==> src/rtl/fusion_alu_pkg.sv <==
// Shared opcode encodings, shift-op helper and FSM state type for the
// Fusion-Core execute stage.
package fusion_alu_pkg;

  localparam int ALU_OP_W = 4;

  localparam logic [ALU_OP_W-1:0] OP_ADD  = 4'd0;
  localparam logic [ALU_OP_W-1:0] OP_SUB  = 4'd1;
  localparam logic [ALU_OP_W-1:0] OP_AND  = 4'd2;
  localparam logic [ALU_OP_W-1:0] OP_OR   = 4'd3;
  localparam logic [ALU_OP_W-1:0] OP_XOR  = 4'd4;
  localparam logic [ALU_OP_W-1:0] OP_SLT  = 4'd5;
  localparam logic [ALU_OP_W-1:0] OP_SLTU = 4'd6;
  localparam logic [ALU_OP_W-1:0] OP_SLL  = 4'd8;
  localparam logic [ALU_OP_W-1:0] OP_SRL  = 4'd9;
  localparam logic [ALU_OP_W-1:0] OP_SRA  = 4'd10;

  typedef enum logic {
    ST_IDLE  = 1'b0,
    ST_SHIFT = 1'b1
  } state_e;

  function automatic logic is_shift(input logic [ALU_OP_W-1:0] op);
    return (op == OP_SLL) || (op == OP_SRL) || (op == OP_SRA);
  endfunction

endpackage

==> src/rtl/alu_single_cycle_unit.sv <==
// Combinational evaluation of all non-shift opcodes, built from the small
// 32-bit op units (logic, add/sub, compare) defined alongside it.
module alu_logic_unit #(
  parameter int W = 32
) (
  input  logic [W-1:0] a_i,
  input  logic [W-1:0] b_i,
  output logic [W-1:0] and_o,
  output logic [W-1:0] or_o,
  output logic [W-1:0] xor_o
);
  assign and_o = a_i & b_i;
  assign or_o  = a_i | b_i;
  assign xor_o = a_i ^ b_i;
endmodule

module alu_addsub_unit #(
  parameter int W = 32
) (
  input  logic [W-1:0] a_i,
  input  logic [W-1:0] b_i,
  input  logic         sub_i,
  output logic [W-1:0] sum_o
);
  // Wraps modulo 2^W; carry-out is intentionally not produced.
  assign sum_o = sub_i ? (a_i - b_i) : (a_i + b_i);
endmodule

module alu_compare_unit #(
  parameter int W = 32
) (
  input  logic [W-1:0] a_i,
  input  logic [W-1:0] b_i,
  output logic         lt_o,
  output logic         ltu_o
);
  assign lt_o  = $signed(a_i) < $signed(b_i);
  assign ltu_o = a_i < b_i;
endmodule

module alu_single_cycle_unit
  import fusion_alu_pkg::*;
#(
  parameter int DATA_W = 32
) (
  input  logic [ALU_OP_W-1:0] op_i,
  input  logic [DATA_W-1:0]   a_i,
  input  logic [DATA_W-1:0]   b_i,
  output logic [DATA_W-1:0]   result_o,
  output logic                illegal_o
);

  logic [DATA_W-1:0] andRes;
  logic [DATA_W-1:0] orRes;
  logic [DATA_W-1:0] xorRes;
  logic [DATA_W-1:0] sumRes;
  logic              ltRes;
  logic              ltuRes;

  alu_logic_unit #(.W(DATA_W)) u_logic (
    .a_i   (a_i),
    .b_i   (b_i),
    .and_o (andRes),
    .or_o  (orRes),
    .xor_o (xorRes)
  );

  alu_addsub_unit #(.W(DATA_W)) u_addsub (
    .a_i   (a_i),
    .b_i   (b_i),
    .sub_i (op_i == OP_SUB),
    .sum_o (sumRes)
  );

  alu_compare_unit #(.W(DATA_W)) u_compare (
    .a_i   (a_i),
    .b_i   (b_i),
    .lt_o  (ltRes),
    .ltu_o (ltuRes)
  );

  // Shift opcodes are legal but evaluated by the iterative path in the stage.
  always_comb begin
    result_o  = '0;
    illegal_o = 1'b0;
    case (op_i)
      OP_ADD, OP_SUB: result_o = sumRes;
      OP_AND:         result_o = andRes;
      OP_OR:          result_o = orRes;
      OP_XOR:         result_o = xorRes;
      OP_SLT:         result_o = {{(DATA_W-1){1'b0}}, ltRes};
      OP_SLTU:        result_o = {{(DATA_W-1){1'b0}}, ltuRes};
      OP_SLL, OP_SRL, OP_SRA: result_o = '0;
      default:        illegal_o = 1'b1;
    endcase
  end

endmodule

==> src/rtl/alu_exec_stage.sv <==
// Registered execute stage: single-cycle ops complete in one edge, shifts
// walk one bit per cycle through a two-state FSM before reaching the output slot.
module alu_exec_stage
  import fusion_alu_pkg::*;
#(
  parameter int DATA_W = 32,
  parameter int RD_W   = 5
) (
  input  logic                clk,
  input  logic                rst_n,
  input  logic                in_valid,
  output logic                in_ready,
  input  logic [ALU_OP_W-1:0] in_op,
  input  logic [DATA_W-1:0]   in_a,
  input  logic [DATA_W-1:0]   in_b,
  input  logic [RD_W-1:0]     in_rd,
  output logic                out_valid,
  input  logic                out_ready,
  output logic [DATA_W-1:0]   out_result,
  output logic [RD_W-1:0]     out_rd,
  output logic                out_zero,
  output logic                out_illegal,
  output logic                busy
);

  state_e              state_q, state_d;
  logic [DATA_W-1:0]   acc_q, acc_d;
  logic [4:0]          cnt_q, cnt_d;
  logic [ALU_OP_W-1:0] op_q, op_d;
  logic [RD_W-1:0]     rd_q, rd_d;

  logic                outValid_q, outValid_d;
  logic [DATA_W-1:0]   outResult_q, outResult_d;
  logic [RD_W-1:0]     outRd_q, outRd_d;
  logic                outZero_q, outZero_d;
  logic                outIllegal_q, outIllegal_d;

  logic [DATA_W-1:0]   scResult;
  logic                scIllegal;
  logic [DATA_W-1:0]   accShifted;
  logic                accept;
  logic                acceptShift;
  logic                acceptSingle;
  logic                shiftDone;

  alu_single_cycle_unit #(.DATA_W(DATA_W)) u_single (
    .op_i      (in_op),
    .a_i       (in_a),
    .b_i       (in_b),
    .result_o  (scResult),
    .illegal_o (scIllegal)
  );

  assign accept       = in_valid && in_ready;
  assign acceptShift  = accept && is_shift(in_op);
  assign acceptSingle = accept && !is_shift(in_op);
  assign shiftDone    = (state_q == ST_SHIFT) && (cnt_q == 5'd0);

  always_ff @(posedge clk or negedge rst_n) begin
    if (!rst_n) begin
      state_q <= ST_IDLE;
    end else begin
      state_q <= state_d;
    end
  end

  always_comb begin
    state_d = state_q;
    case (state_q)
      ST_IDLE:  if (acceptShift) state_d = ST_SHIFT;
      ST_SHIFT: if (cnt_q == 5'd0) state_d = ST_IDLE;
      default:  state_d = ST_IDLE;
    endcase
  end

  // in_ready may follow out_ready combinationally; output data never does.
  always_comb begin
    busy     = (state_q == ST_SHIFT);
    in_ready = (state_q == ST_IDLE) && (!outValid_q || out_ready) && rst_n;
  end

  always_comb begin
    case (op_q)
      OP_SLL:  accShifted = {acc_q[DATA_W-2:0], 1'b0};
      OP_SRL:  accShifted = {1'b0, acc_q[DATA_W-1:1]};
      default: accShifted = {acc_q[DATA_W-1], acc_q[DATA_W-1:1]};
    endcase
  end

  always_comb begin
    acc_d = acc_q;
    cnt_d = cnt_q;
    op_d  = op_q;
    rd_d  = rd_q;
    if (acceptShift) begin
      acc_d = in_a;
      cnt_d = in_b[4:0];
      op_d  = in_op;
      rd_d  = in_rd;
    end else if ((state_q == ST_SHIFT) && (cnt_q != 5'd0)) begin
      acc_d = accShifted;
      cnt_d = cnt_q - 5'd1;
    end
  end

  // A reload in the same cycle as a transfer keeps the slot occupied.
  always_comb begin
    outValid_d   = outValid_q && !out_ready;
    outResult_d  = outResult_q;
    outRd_d      = outRd_q;
    outZero_d    = outZero_q;
    outIllegal_d = outIllegal_q;
    if (acceptSingle) begin
      outValid_d   = 1'b1;
      outResult_d  = scResult;
      outRd_d      = in_rd;
      outZero_d    = (scResult == '0);
      outIllegal_d = scIllegal;
    end else if (shiftDone) begin
      outValid_d   = 1'b1;
      outResult_d  = acc_q;
      outRd_d      = rd_q;
      outZero_d    = (acc_q == '0);
      outIllegal_d = 1'b0;
    end
  end

  always_ff @(posedge clk or negedge rst_n) begin
    if (!rst_n) begin
      acc_q        <= '0;
      cnt_q        <= '0;
      op_q         <= '0;
      rd_q         <= '0;
      outValid_q   <= 1'b0;
      outResult_q  <= '0;
      outRd_q      <= '0;
      outZero_q    <= 1'b0;
      outIllegal_q <= 1'b0;
    end else begin
      acc_q        <= acc_d;
      cnt_q        <= cnt_d;
      op_q         <= op_d;
      rd_q         <= rd_d;
      outValid_q   <= outValid_d;
      outResult_q  <= outResult_d;
      outRd_q      <= outRd_d;
      outZero_q    <= outZero_d;
      outIllegal_q <= outIllegal_d;
    end
  end

  assign out_valid   = outValid_q;
  assign out_result  = outResult_q;
  assign out_rd      = outRd_q;
  assign out_zero    = outZero_q;
  assign out_illegal = outIllegal_q;

endmodule

==> config.mk <==
export PLATFORM = sky130hd
export DESIGN_NAME = alu_exec_stage
export DESIGN_NICKNAME = d
export VERILOG_FILES = /design/src/rtl/fusion_alu_pkg.sv /design/src/rtl/alu_single_cycle_unit.sv /design/src/rtl/alu_exec_stage.sv
export SDC_FILE = /design/constraint.sdc
export NUM_CORES = 1
export LEC_CHECK = 0
export BUFFER_PORTS_ARGS = -buffer_cell sky130_fd_sc_hd__buf_2
export CORE_ASPECT_RATIO = 2
export CORE_MARGIN = 2
export CORE_UTILIZATION = 35
export DETAILED_ROUTE_END_ITERATION = 8
export GPL_TIMING_DRIVEN = 0
export PLACE_DENSITY = 0.61
export SYNTH_ARGS = -nofsm -noshare
export SYNTH_HDL_FRONTEND = slang
export SYNTH_SLANG_ARGS = --single-unit
export TNS_END_PERCENT = 30
==> constraint.sdc <==
create_clock -name clk -period 2.45 [get_ports clk]
set_input_delay 0.245 -clock clk [delete_from_list [all_inputs] [get_ports clk]]
set_output_delay 0.245 -clock clk [all_outputs]
set_load 0.03 [all_outputs]
==> impl_metrics.tcl <==
set metrics [dict create \
    synth_cell_types 80 \
    fin_crit_ps 3470 \
    clkLatencyLatePin_ps 360 \
    drt_iter0_markers 778 \
    crit_required_ps 2720 \
    rsz0062_at_grt "true" \
    worst_hold_slack_ps 26.6 \
    worstPathCellList "buf_12 -> ha_4 -> inv_2 -> fa_2 -> nor2b_4 -> o2111ai_4 -> a2111o_1 -> a311oi_2 -> nor3b_2 -> o41a_1 -> a211oi_2 -> xnor2_1 -> a221oi_2 -> o211ai_1 -> o31ai_2" \
    async_reset_ff_share_pct 100 \
    final_common_cell "nand2_1" \
    wl_per_cell_um 24.5 \
    grt_pass1_vias 10997 \
    synth_top_flop_cell "dfrtp_1" \
    cts_made_buffers 9 \
    crit_cells 15 \
    synth_warnings 0 \
    p_seq_share_pct 29.5 \
    place.gp.congestion 1.03 \
    start_kind "primary input" \
    setup_violations 22 \
    ys_seq_elements 87 \
    place_area_mm2 0.0106 \
    avgSynthCellArea_um2 7.46 \
    fin_nets 1632 \
    dieArea_mm2 0.0285 \
    rr_worst_depth 11 \
    netlist_area_mm2 0.00949 \
    power_leakage_nw 5.54 \
    dp_hpwl_um 35000 \
    slew_violations 0 \
    slew-limit-headroom_pct 22.3 \
    power.total_mw 9.57 \
    cp_top_family "compound AO/OA/AOI/OAI gates" \
    crit_slowest_cell "a2111o_1" \
    crit_path_end_kind "flop" \
    layout_common_cells "194 x nand2_1, 117 x buf_2, 109 x ha_1" \
    cts_tree "yes" \
    cts_num_sinks 87 \
    die_width_um 120 \
    drive_gt1_share_pct 23.4 \
    rows 85 \
    start_util_pct 35.4 \
    stdcell_area_mm2 0.0121 \
    drt_wl_total_um 43800 \
    die_height_um 237 \
    worst-path-buf-inv 2 \
    clkPwrFrac_pct 16.0 \
    max_cap_violations 0 \
    grt.met2_usage_pct 54.4 \
    status "finished, violations left" \
    use_met1_pct 29.4 \
    busiest_layer "met2" \
    ios 119 \
    fin_util_pct 45.0 \
    worst_pin_slew_ps 1160 \
    drtPass1Iterations 5 \
    fin_crit_sh_pct 142 \
    violations "negative setup slack" \
    synth-seq-area-share_pct 22.9 \
    antenna_found_initial 0 \
    synthCells 1273 \
    port_buffers 118 \
    grt_pass1_wl_um 64300 \
    path_class "primary input to flop" \
    p_int_mw 4.83 \
    diodes 0 \
    viasPerCell 6.08 \
    synth-edff-count 0 \
    p_per_area_mw_per_mm2 794 \
    cts_root_buffer "clkbuf_16" \
    vias 10884 \
    final.setup.worst_slack_ps -1020 \
    switching_share_pct 49.5 \
    hp-class "primary input to asynchronous set/reset pin" \
    ant_nets 0 \
    use_met3_pct 3.06 \
    clock_path_buffers 2 \
    grt_max_degree 34 \
    grt.total_usage_pct 30.3 \
    htree_levels 3 \
    drc 0 \
    arrival_ps 3740 \
    syn_to_final_growth_pct 27.0 \
    pwr-share-comb_pct 54.5 \
    fin_worst_skew_ps 4.76 \
    synth_fp_nets 1467 \
    cts.clk_slew.worst_paths_ps 70 \
    cp_max_fo 4 \
    gr-total-overflow 0 \
    setup-tns-final_ps -8880 \
    ir_drop_mv 0.460 \
    fmax_ghz 0.288 \
    slowest_delay_ps 510 \
    p_sw_mw 4.73 \
    core_mm2 0.0268 \
    hold_viol_final 0 \
]
[metrics by stage]
stage               worst slack (ps)  cells
floorplan                       -765   1273
global placement               -2720   1739
detailed placement             -2730   1740
CTS                            -1110   1779
global route                   -1080   1791
finish                         -1020   1791
[sequential cells by signal, summed over array words and instances (netlist names)]
| name | flops |
|---|---|
| out_zero | 1 |
| op_q | 4 |
| rd_q | 5 |
| acc_q | 32 |
| out_result | 32 |
| out_valid | 1 |
| out_rd | 5 |
| busy | 1 |
| out_illegal | 1 |
| cnt_q | 5 |
[power by group through the flow]
| stage | Sequential [mW] | Combinational [mW] | Clock, mW |
|---|---|---|---|
| floorplan | 3.16 | 2.60 | 0 |
| CTS | 2.80 | 4.99 | 1.53 |
| global route | 2.87 | 5.61 | 1.58 |
| global placement | 2.80 | 4.64 | 0 |
| finish | 2.82 | 5.22 | 1.53 |
| detailed placement | 2.80 | 4.70 | 0 |
[final cells by class]
| class | count | area [um^2] |
|---|---|---|
| fill | 2763 | 14700 |
| sequential | 87 | 2180 |
| buffer | 79 | 387 |
| clock inverter | 6 | 93.8 |
| clock buffer | 10 | 229 |
| inverter | 101 | 392 |
| tap | 348 | 435 |
| timing repair buffer | 157 | 1050 |
| multi-input combinational | 1003 | 7290 |
[Yosys cell counts (all sizes together), types with 5 or more instances]
cell type	n	area, um^2
ha	115	1440
o22ai	21	131
inv	101	379
nor3b	5	37.5
nand2b	10	62.6
nor2b	16	108
nor4b	6	58.8
a22oi	16	120
nand3	19	95.1
and2	6	37.5
a21oi	114	571
o211ai	11	82.6
a221o	29	290
a211oi	13	103
nor3	22	121
nand2	196	736
a221oi	18	164
nor2	96	360
o21ai	63	315
a21o	22	166
a31oi	31	194
nor4	24	150
and3	15	93.8
o31ai	14	124
o21bai	7	52.6
xnor2	23	201
clkbuf	66	248
buf	16	76.3
dfrtp	87	2180
a2111oi	10	88.8
nand4	17	106
[final timing paths]
path | startpoint | endpoint | slack (ps)
max in group asynchronous | rst_n | acc_q[7]$_DFFE_PN0P_ | 1130
min reg2reg | out_rd[0]$_DFFE_PN0P_ | out_rd[0]$_DFFE_PN0P_ | 470
min in group clk | in_rd[0] | rd_q[0]$_DFFE_PN0P_ | 90
min | rst_n | out_rd[4]$_DFFE_PN0P_ | 30
max | in_b[0] | out_zero$_DFFE_PN0P_ | -1020
max reg2reg | busy$_DFF_PN0_ | out_zero$_DFFE_PN0P_ | -530
[per-layer routing]
metal  part of all wire, %  vias to the layer above
li1                      -                     4924
met1                    33                     5179
met2                    51                      541
met3                   4.9                      240
met4                    11                        0
met5                     0                        -
[what timing repair did]
item | CTS | global route
gates resized for setup | 132 | 92
cloned | 1 | 0
endpoints found under the hold margin | 22 | 0
pin swaps | 34 | 39
endpoints found under the setup margin | 82 | 63
setup buffers | 21 | 13
hold buffers | 3 | 0
[cell families (layout without fill, tap and decap cells)]
| family | Yosys count | after routing | share of synthesized area (%) |
|---|---|---|---|
| DFF | 87 | 87 | 22.9 |
| xor gates and xnor gates | 24 | 24 | 2.21 |
| muxes | 5 | 5 | 0.554 |
| adders and majority gates | 117 | 117 | 15.6 |
| buffers and inverters | 183 | 353 | 7.41 |
| and+or+nand+nor | 443 | 443 | 21.6 |
| AOI/OAI and AO/OA | 414 | 414 | 29.7 |
No activity file was read; power rests on OpenSTA's default activity.
